File: src/rtl/memory_controller.sv
// Memory controller: arbitrates between the load/store buffer (LSB) and instruction
// fetch (IF) for a byte-wide RAM with one-cycle read latency.
//
// Ports:
//   clk, rst                  clock, asynchronous active-low reset
//   mc_request_in             one-cycle LSB request pulse (latched into a pending slot)
//   mc_rw_signal_in           0 = load, 1 = store
//   mc_address_in, mc_goal_in byte address and size (1, 2, anything else = 4)
//   mc_data_in                store data, low bytes used
//   mc_ready_out, mc_data_out LSB completion pulse and zero-extended load data
//   if_request_in             level fetch request, held until if_ready_out
//   if_address_in             fetch address
//   if_ready_out, if_inst_out fetch completion pulse and fetched word
//   rob_rollback_in           flush: aborts reads and pending loads, never stores
//   mem_din, mem_dout         RAM read / write byte
//   mem_a, mem_wr             RAM byte address and write enable
module memory_controller #(
    parameter int unsigned ADDR_WIDTH = 32
) (
    input  logic                  clk,
    input  logic                  rst,
    input  logic                  mc_request_in,
    input  logic                  mc_rw_signal_in,
    input  logic [ADDR_WIDTH-1:0] mc_address_in,
    input  logic [2:0]            mc_goal_in,
    input  logic [31:0]           mc_data_in,
    output logic                  mc_ready_out,
    output logic [31:0]           mc_data_out,
    input  logic                  if_request_in,
    input  logic [ADDR_WIDTH-1:0] if_address_in,
    output logic                  if_ready_out,
    output logic [31:0]           if_inst_out,
    input  logic                  rob_rollback_in,
    input  logic [7:0]            mem_din,
    output logic [7:0]            mem_dout,
    output logic [ADDR_WIDTH-1:0] mem_a,
    output logic                  mem_wr
);

    typedef enum logic [1:0] {Idle, LsbRead, LsbWrite, IfRead} state_t;

    state_t                state;
    logic                  pend_valid;
    logic                  pend_rw;
    logic [ADDR_WIDTH-1:0] pend_addr;
    logic [2:0]            pend_size;
    logic [31:0]           pend_data;
    logic [ADDR_WIDTH-1:0] base_addr;
    logic [2:0]            size;
    logic [31:0]           wr_data;
    logic [2:0]            cnt;
    logic [31:0]           rd_data;

    logic                  start_lsb;
    logic                  start_if;
    logic [2:0]            cnt_p1;
    logic [1:0]            rd_idx;
    logic [31:0]           rd_merge;
    logic [ADDR_WIDTH-1:0] addr_next;
    logic [7:0]            wr_byte_next;

    function automatic logic [2:0] goal_to_size(input logic [2:0] goal);
        if (goal == 3'd1) begin
            return 3'd1;
        end else if (goal == 3'd2) begin
            return 3'd2;
        end
        return 3'd4;
    endfunction

    always_comb begin
        start_lsb    = (state == Idle) && pend_valid && !rob_rollback_in;
        // if_ready_out high means the fetch unit has not yet dropped its request for
        // the word just delivered; starting again would fetch it twice.
        start_if     = (state == Idle) && !pend_valid && if_request_in && !if_ready_out &&
                       !rob_rollback_in;
        cnt_p1       = cnt + 3'd1;
        // cnt is one ahead of the byte on mem_din (one-cycle RAM latency); cnt == 4 wraps
        // to index 3 in two bits.
        rd_idx       = cnt[1:0] - 2'd1;
        rd_merge     = rd_data | (32'(mem_din) << {rd_idx, 3'b000});
        addr_next    = base_addr + ADDR_WIDTH'(cnt_p1);
        wr_byte_next = wr_data[{cnt_p1[1:0], 3'b000} +: 8];
    end

    always_ff @(posedge clk or negedge rst) begin
        if (!rst) begin
            state        <= Idle;
            pend_valid   <= 1'b0;
            pend_rw      <= 1'b0;
            pend_addr    <= '0;
            pend_size    <= 3'd0;
            pend_data    <= 32'h0;
            base_addr    <= '0;
            size         <= 3'd0;
            wr_data      <= 32'h0;
            cnt          <= 3'd0;
            rd_data      <= 32'h0;
            mc_ready_out <= 1'b0;
            mc_data_out  <= 32'h0;
            if_ready_out <= 1'b0;
            if_inst_out  <= 32'h0;
            mem_dout     <= 8'h00;
            mem_a        <= '0;
            mem_wr       <= 1'b0;
        end else begin
            mc_ready_out <= 1'b0;
            if_ready_out <= 1'b0;

            // Pending slot: a new pulse always wins, even in the cycle the old one starts.
            if (mc_request_in && !rob_rollback_in) begin
                pend_valid <= 1'b1;
                pend_rw    <= mc_rw_signal_in;
                pend_addr  <= mc_address_in;
                pend_size  <= goal_to_size(mc_goal_in);
                pend_data  <= mc_data_in;
            end else if (start_lsb) begin
                pend_valid <= 1'b0;
            end else if (rob_rollback_in && !pend_rw) begin
                pend_valid <= 1'b0;
            end

            case (state)
                Idle: begin
                    if (start_lsb) begin
                        state     <= pend_rw ? LsbWrite : LsbRead;
                        base_addr <= pend_addr;
                        size      <= pend_size;
                        wr_data   <= pend_data;
                        cnt       <= 3'd0;
                        rd_data   <= 32'h0;
                        mem_a     <= pend_addr;
                        mem_wr    <= pend_rw;
                        mem_dout  <= pend_rw ? pend_data[7:0] : 8'h00;
                    end else if (start_if) begin
                        state     <= IfRead;
                        base_addr <= if_address_in;
                        size      <= 3'd4;
                        cnt       <= 3'd0;
                        rd_data   <= 32'h0;
                        mem_a     <= if_address_in;
                    end
                end

                LsbRead, IfRead: begin
                    if (rob_rollback_in) begin
                        state <= Idle;
                        mem_a <= '0;
                        cnt   <= 3'd0;
                    end else begin
                        if (cnt != 3'd0) begin
                            rd_data <= rd_merge;
                        end
                        if (cnt == size) begin
                            state <= Idle;
                            mem_a <= '0;
                            cnt   <= 3'd0;
                            if (state == IfRead) begin
                                if_ready_out <= 1'b1;
                                if_inst_out  <= rd_merge;
                            end else begin
                                mc_ready_out <= 1'b1;
                                mc_data_out  <= rd_merge;
                            end
                        end else begin
                            mem_a <= (cnt_p1 < size) ? addr_next : '0;
                            cnt   <= cnt_p1;
                        end
                    end
                end

                LsbWrite: begin
                    // Stores are committed: rollback does not touch this state.
                    if (cnt_p1 < size) begin
                        mem_a    <= addr_next;
                        mem_dout <= wr_byte_next;
                        cnt      <= cnt_p1;
                    end else begin
                        state        <= Idle;
                        mem_a        <= '0;
                        mem_wr       <= 1'b0;
                        mem_dout     <= 8'h00;
                        cnt          <= 3'd0;
                        mc_ready_out <= 1'b1;
                        mc_data_out  <= 32'h0;
                    end
                end

                default: state <= Idle;
            endcase
        end
    end

endmodule
File: config.mk
export PLATFORM = sky130hd
export DESIGN_NAME = memory_controller
export DESIGN_NICKNAME = d
export VERILOG_FILES = /design/src/rtl/memory_controller.sv
export SDC_FILE = /design/constraint.sdc
export NUM_CORES = 1
export LEC_CHECK = 0
export BUFFER_PORTS_ARGS = -buffer_cell sky130_fd_sc_hd__buf_2
export CAP_MARGIN = 20
export CORE_ASPECT_RATIO = 1.4
export CORE_UTILIZATION = 35
export DETAILED_ROUTE_END_ITERATION = 7
export PLACE_DENSITY = 0.65
export SLEW_MARGIN = 20
export SYNTH_ARGS = -nofsm -noshare
export SYNTH_HDL_FRONTEND = slang
export SYNTH_SLANG_ARGS = --single-unit
File: constraint.sdc
create_clock -name clk -period 2.4 [get_ports clk]
set_input_delay 0 -clock clk [delete_from_list [all_inputs] [get_ports clk]]
set_output_delay 0 -clock clk [all_outputs]
set_load 0.02 [all_outputs]
=== Word-level counts from Yosys, hierarchy flattened ===
Cells that the tools add are included.

* Memory bits (writable): 0
* Memories kept: 0
* Output and inout port bits: 107
* Bits in read-only memories: 0
* Latch bits: 0
* Register bits: 280

* Order comparisons: 1
* Reductions and logical operators: 28
* Eq/ne operators: 14
* Multiplexer cells: 56
* Add/sub/neg operators: 3
* Shifts and indexed selects: 2
* Multipliers: 0
* Divide/modulo/power cells: 0
* Bitwise gates (word level): 2

{| class="wikitable"
|+ Operator list
! cell !! number
|-
| 32-bit two-way mux || 13
|-
| 32-bit one-hot mux with 2 select lines || 2
|-
| 32-bit one-hot mux with 3 select lines || 1
|-
| 32-bit by 3-bit adder with 32-bit output || 1
|-
| 32-bit bitwise OR || 1
|-
| 32-bit by 6-bit variable part select with 8-bit output || 1
|-
| 8-bit by 5-bit << shifter with 32-bit output || 1
|-
| 3-bit two-way mux || 10
|-
| 8-bit two-way mux || 3
|-
| 1-bit two-way mux || 16
|-
| 8-bit one-hot mux with 2 select lines || 1
|-
| 2-bit two-way mux || 6
|-
| 2-bit != test (second input constant) || 6
|-
| 3-bit one-hot mux with 3 select lines || 1
|-
| 1-bit logical AND || 8
|-
| 4-bit AND reduction || 2
|-
| 2-bit nonzero test || 4
|-
| 3-bit != test (second input constant) || 2
|-
| 2-bit one-hot mux with 3 select lines || 1
|-
| 2-bit AND reduction || 3
|-
| 3-bit AND reduction || 2
|-
| 3-bit nonzero test || 2
|-
| 5-bit AND reduction || 1
|-
| 2-bit == test (second input constant) || 2
|-
| 12 further kinds || 16
|}

=== Longest topological paths before layout ===
* Depth in word-level cells: 8
* Gate-level depth with buffers: 10

=== Worst setup path after synthesis ===
OpenSTA, ideal clock, no wires.

* Path kind: reg2reg
* Start: register cnt[0]
* End: register mc_data_out[10]
* Data required time: 2.258 ns
* Period minus slack after synthesis: 2.633 ns
* Cell stages (with the launch flop): 11
* Library setup time: 0.142 ns
* Path slack: -0.233 ns
* Data arrival time: 2.491 ns
* Cell sequence: dfrtp_1 buf_2 inv_1 ha_1 ha_1 nand2_1 o21ai_0 nand2_1 o21ai_1 clkbuf_1 o32ai_1

* Word-level cells in the longest chain between the ends: 7

{| class="wikitable"
|+ Ends and longest elaborated chain
! what !! line !! source
|-
| start, declared || 51 || <nowiki>logic [2:0] cnt;</nowiki>
|-
| start signal, assigned || 167 || <nowiki>cnt <= cnt_p1;</nowiki>
|-
| start signal, assigned || 177 || <nowiki>cnt <= cnt_p1;</nowiki>
|-
| 2-bit by 1-bit subtractor with 2-bit output || 80 || <nowiki>rd_idx = cnt[1:0] - 2'd1;</nowiki>
|-
| 8-bit by 5-bit << shifter with 32-bit output || 81 || <nowiki>rd_merge = rd_data | (32'(mem_din) << {rd_idx, 3'b000});</nowiki>
|-
| 32-bit bitwise OR || 81 ||
|-
| 32-bit two-way mux || 158 || <nowiki>if (state == IfRead) begin</nowiki>
|-
| 32-bit two-way mux || 154 || <nowiki>if (cnt == size) begin</nowiki>
|-
| 32-bit two-way mux || 146 || <nowiki>if (rob_rollback_in) begin</nowiki>
|-
| 32-bit one-hot mux with 2 select lines || 123 || <nowiki>case (state)</nowiki>
|-
| end signal, assigned || 163 || <nowiki>mc_data_out <= rd_merge;</nowiki>
|-
| end, declared || 28 || <nowiki>output logic [31:0] mc_data_out,</nowiki>
|}

Parallel ways exist; a longest one is shown, timed or not. The select of a mux whose other input is x is not followed.
A chain may end at the register's enable or synchronous reset.

=== Worst setup path in the final report ===
* Start: register cnt[0]
* End: register mem_a[12]

* Word-level cells in the longest chain between the ends: 6

{| class="wikitable"
|+ Ends and longest elaborated chain
! what !! line !! source
|-
| 3-bit by 1-bit adder with 3-bit output || 77 || <nowiki>cnt_p1 = cnt + 3'd1;</nowiki>
|-
| 32-bit by 3-bit adder with 32-bit output / 3-bit less-than comparator (equally long branches) || 82, 166, 174 ||
|-
| 32-bit two-way mux || 166, 174 ||
|-
| 32-bit two-way mux || 154 ||
|-
| 32-bit two-way mux || 146 ||
|-
| 32-bit one-hot mux with 3 select lines * || 123 ||
|-
| end signal, assigned || 132 || <nowiki>mem_a <= pend_addr;</nowiki>
|-
| end signal, assigned || 166 || <nowiki>mem_a <= (cnt_p1 < size) ? addr_next : '0;</nowiki>
|-
| end signal, assigned || 175 || <nowiki>mem_a <= addr_next;</nowiki>
|-
| end, declared || 36 || <nowiki>output logic [ADDR_WIDTH-1:0] mem_a,</nowiki>
|}

Every way passes the cells marked *; elsewhere a longest branch is shown, timed or not.

==> out/summary.txt <==
Layout Nets -> 1752
clock skew -> 0.0215 ns
Top Ports -> 220
Max Clk Rate -> 0.449 GHz
die area -> 35600 sq um
Reg power frac -> 37.7%
Final Hold Viols -> 4
setup violators final -> 0
Hold Crit Class -> primary input to asynchronous set/reset pin
leakage power -> 7.98 nW
post-route minimum period -> 2.23 ns
outcome -> finished with violations
sw frac -> 37.9%
internal power -> 0.0121 W
most common cell after layout, fill and taps aside -> nand2_1
TritonCTS Sinks -> 280
Die X-Extent -> 160 microns
ranking of synthesized cells by area -> dfrtp_1, nand2_1, a21oi_1, o21ai_0, nor2_1
Global Route Usage Sum -> 20.3%
fraction of registers with async set/reset -> 100%
critical path fanouts, max -> 4
vias in the first global route -> 10700
commonest non-fill, non-tap cells in the layout -> nand2_1, dfrtp_1, buf_2
Critical Path RT -> 2.83 ns
GP Congestion -> 0.852
IO buf count -> 219
core area -> 34100 sq um
Reg area -> 7010 sq um
DRC viols -> 0
clock latency on the worst-skew pair -> 0.58 ns
routed wire length -> 35800 microns
Clk network pwr share -> 25.5%
Area after DPL -> 14000 sq um
First-pass DRT Iterations -> 5
WS Path Type -> flip-flop to flip-flop
Comb pwr share -> 36.8%
RSZ-0062 raised after global routing -> yes
H-tree Lvls -> 1
Die Ht -> 223 microns
hpwl dp -> 24200 microns
CP arrival -> 2.66 ns
worst-margin pin slew -> 0.849 ns
Top FF cell, synth -> dfrtp_1
first-pass GRT wire length -> 57400 microns
CTS Buf Count -> 29
per-cell routed wire length -> 17.0 microns
Layout Area Growth over Synthesis -> 35.0%
Final Max Tran Viols -> 0
Slew headroom -> 43.2%
unique cell type count in the Yosys netlist -> 55
crit end category -> flip-flop
sequential area share after synthesis -> 57.5%
Post-Syn Area -> 12200 sq um
ratio of cells with drive above 1 in the final layout -> 21.7%
failing checks -> hold timing
Clock transition at path regs -> 0.07 ns
fill count -> 3112
Yosys top cell by area -> dfrtp_1
Post-Synthesis Cells -> 1279
CTS tree -> done
FF+latch count, synth -> 280
total power -> 0.0195 W
NetSw -> 0.00739 W
area of the multi-input gates -> 4760 sq um
syn nets -> 1401
grt ovf -> 0
via count -> 10600
post-route cell area -> 16400 sq um
row count -> 80
Initial Utilization -> 35.7%
antenna viol nets, final -> 0
CTS root buf -> clkbuf_16
Period Utilization, post-route -> 92.8%
Iteration-0 DRC Markers -> 880
Hold WS -> -0.00175 ns
Yosys warnings -> 0
initial antenna violation count -> 2
Avg Cell Area, Syn -> 9.52 sq um
Max VDD drop -> 571 uV
clk buf depth -> 3
pin count of the biggest net entering global routing -> 79
area share of the largest cell type after synthesis -> 57.5%
CP Launch Type -> flip-flop
vias per inst -> 5.02
power per cell area -> 1190 nW/um^2
max-cap viol count -> 0
number of synthesized flops with an enable pin -> 0
## synth_stat cells (all sizes together) (8+ instances only)
cell type and count:
a21oi 101, mux4 8, ha 8, xnor2 14, xor2 18, o221ai 11
inv 45, o221a 9, and3 8, dfrtp 280, nand2 381, nor2 81
nand4 11, a21o 15, o21ai 64, o32ai 32, nand3 12, a22oi 19
clkbuf 60, buf 21, a31oi 13
## sequential cells by signal (all words and copies together), names as in the netlist, 2 cells and up
signal       cells
base_addr       32
if_inst_out     32
mc_data_out     32
mem_a           32
pend_addr       32
pend_data       32
rd_data         32
wr_data         32
mem_dout         8
cnt              3
pend_size        3
size             3
state            2
## worst max-delay path, cell delays in order, from the launching register on
cell,delay (ns)
dfrtp_2,0.43
inv_1,0.10
ha_2,0.32
fa_2,0.40
a21o_4,0.24
and3_1,0.20
nand4_1,0.11
xor2_1,0.16
o221ai_1,0.12
## metrics by stage
step	hold slack (ns)	cells	TNS [ns]	utilization (%)	setup slack, ns
finish	-0.00175	2104	0	48.2	0.173
detailed placement	0.0214	1919	-0.0000360	41.1	-0.0000360
global route	0.0641	2104	-0.0263	48.2	-0.0105
global placement	0.0295	1919	0	41.1	0.101
floorplan	-0.296	1279	0	-	0.0516
CTS	0.0196	2103	0	48.0	0.0153
## final timing paths
kind,cells after the start,slack (ns),to,startpoint
worst max register to register,8,0.17,mem_a[12]$_DFFE_PN0N_,cnt[0]$_DFFE_PN0N_
min in group clk,3,0.08,pend_valid$_DFFE_PN0P_,mc_request_in
worst min-delay path,2,-0.002,pend_addr[20]$_DFFE_PN0P_,rst
max in group asynchronous,3,1.53,base_addr[7]$_DFFE_PN0P_,rst
worst max-delay path,8,0.17,mem_a[12]$_DFFE_PN0N_,cnt[0]$_DFFE_PN0N_
worst min register to register,2,0.47,wr_data[21]$_DFFE_PN0P_,pend_data[21]$_DFFE_PN0P_
## area by class of cell
cell class | count | area share (%)
diodes | 1 | 0.0152
clock buffers | 41 | 4.99
clock inverters | 12 | 1.41
inverters | 46 | 1.05
multi-input cells | 872 | 29.0
flip-flops and latches | 280 | 42.6
well taps | 451 | 3.43
repair buffers | 401 | 17.5
## per-layer routing
metal	share of wire (%)	up-vias	global-route usage [%]
met1	41	5103	24.9
met2	50	333	35.1
met5	0.036	-	0
li1	-	5052	-
met3	5.0	79	3.15
met4	3.7	2	9.09
## power by group through the flow
| stage | clock, W | combinational (W) | sequential [W] |
|---|---|---|---|
| 2_1_floorplan | 0 | 0.00380 | 0.00783 |
| 3_3_place_gp | 0 | 0.00679 | 0.00736 |
| 3_5_place_dp | 0 | 0.00695 | 0.00741 |
| 4_1_cts | 0.00511 | 0.00713 | 0.00734 |
| 5_1_grt | 0.00526 | 0.00796 | 0.00752 |
| 6_report | 0.00497 | 0.00716 | 0.00735 |
## kinds of logic after synthesis
kind of cell / synth area share [%]
XOR/XNOR: 2.30
multiplexers: 2.15
AO/OA/AOI/OAI: 15.0
buffers and inverters: 4.27
AND/OR/NAND/NOR: 17.8
adder cells (fa/ha/maj): 0.986
flip-flops: 57.5
## what timing repair did
action                     4_1_cts  5_1_grt
hold buffers                   131        0
setup endpoints to repair        1       37
resized for setup                2        7
setup buffers                    0        0
hold endpoints to repair       473        0
pin swaps                        0        3
No activity file was read; power rests on OpenSTA's default activity.
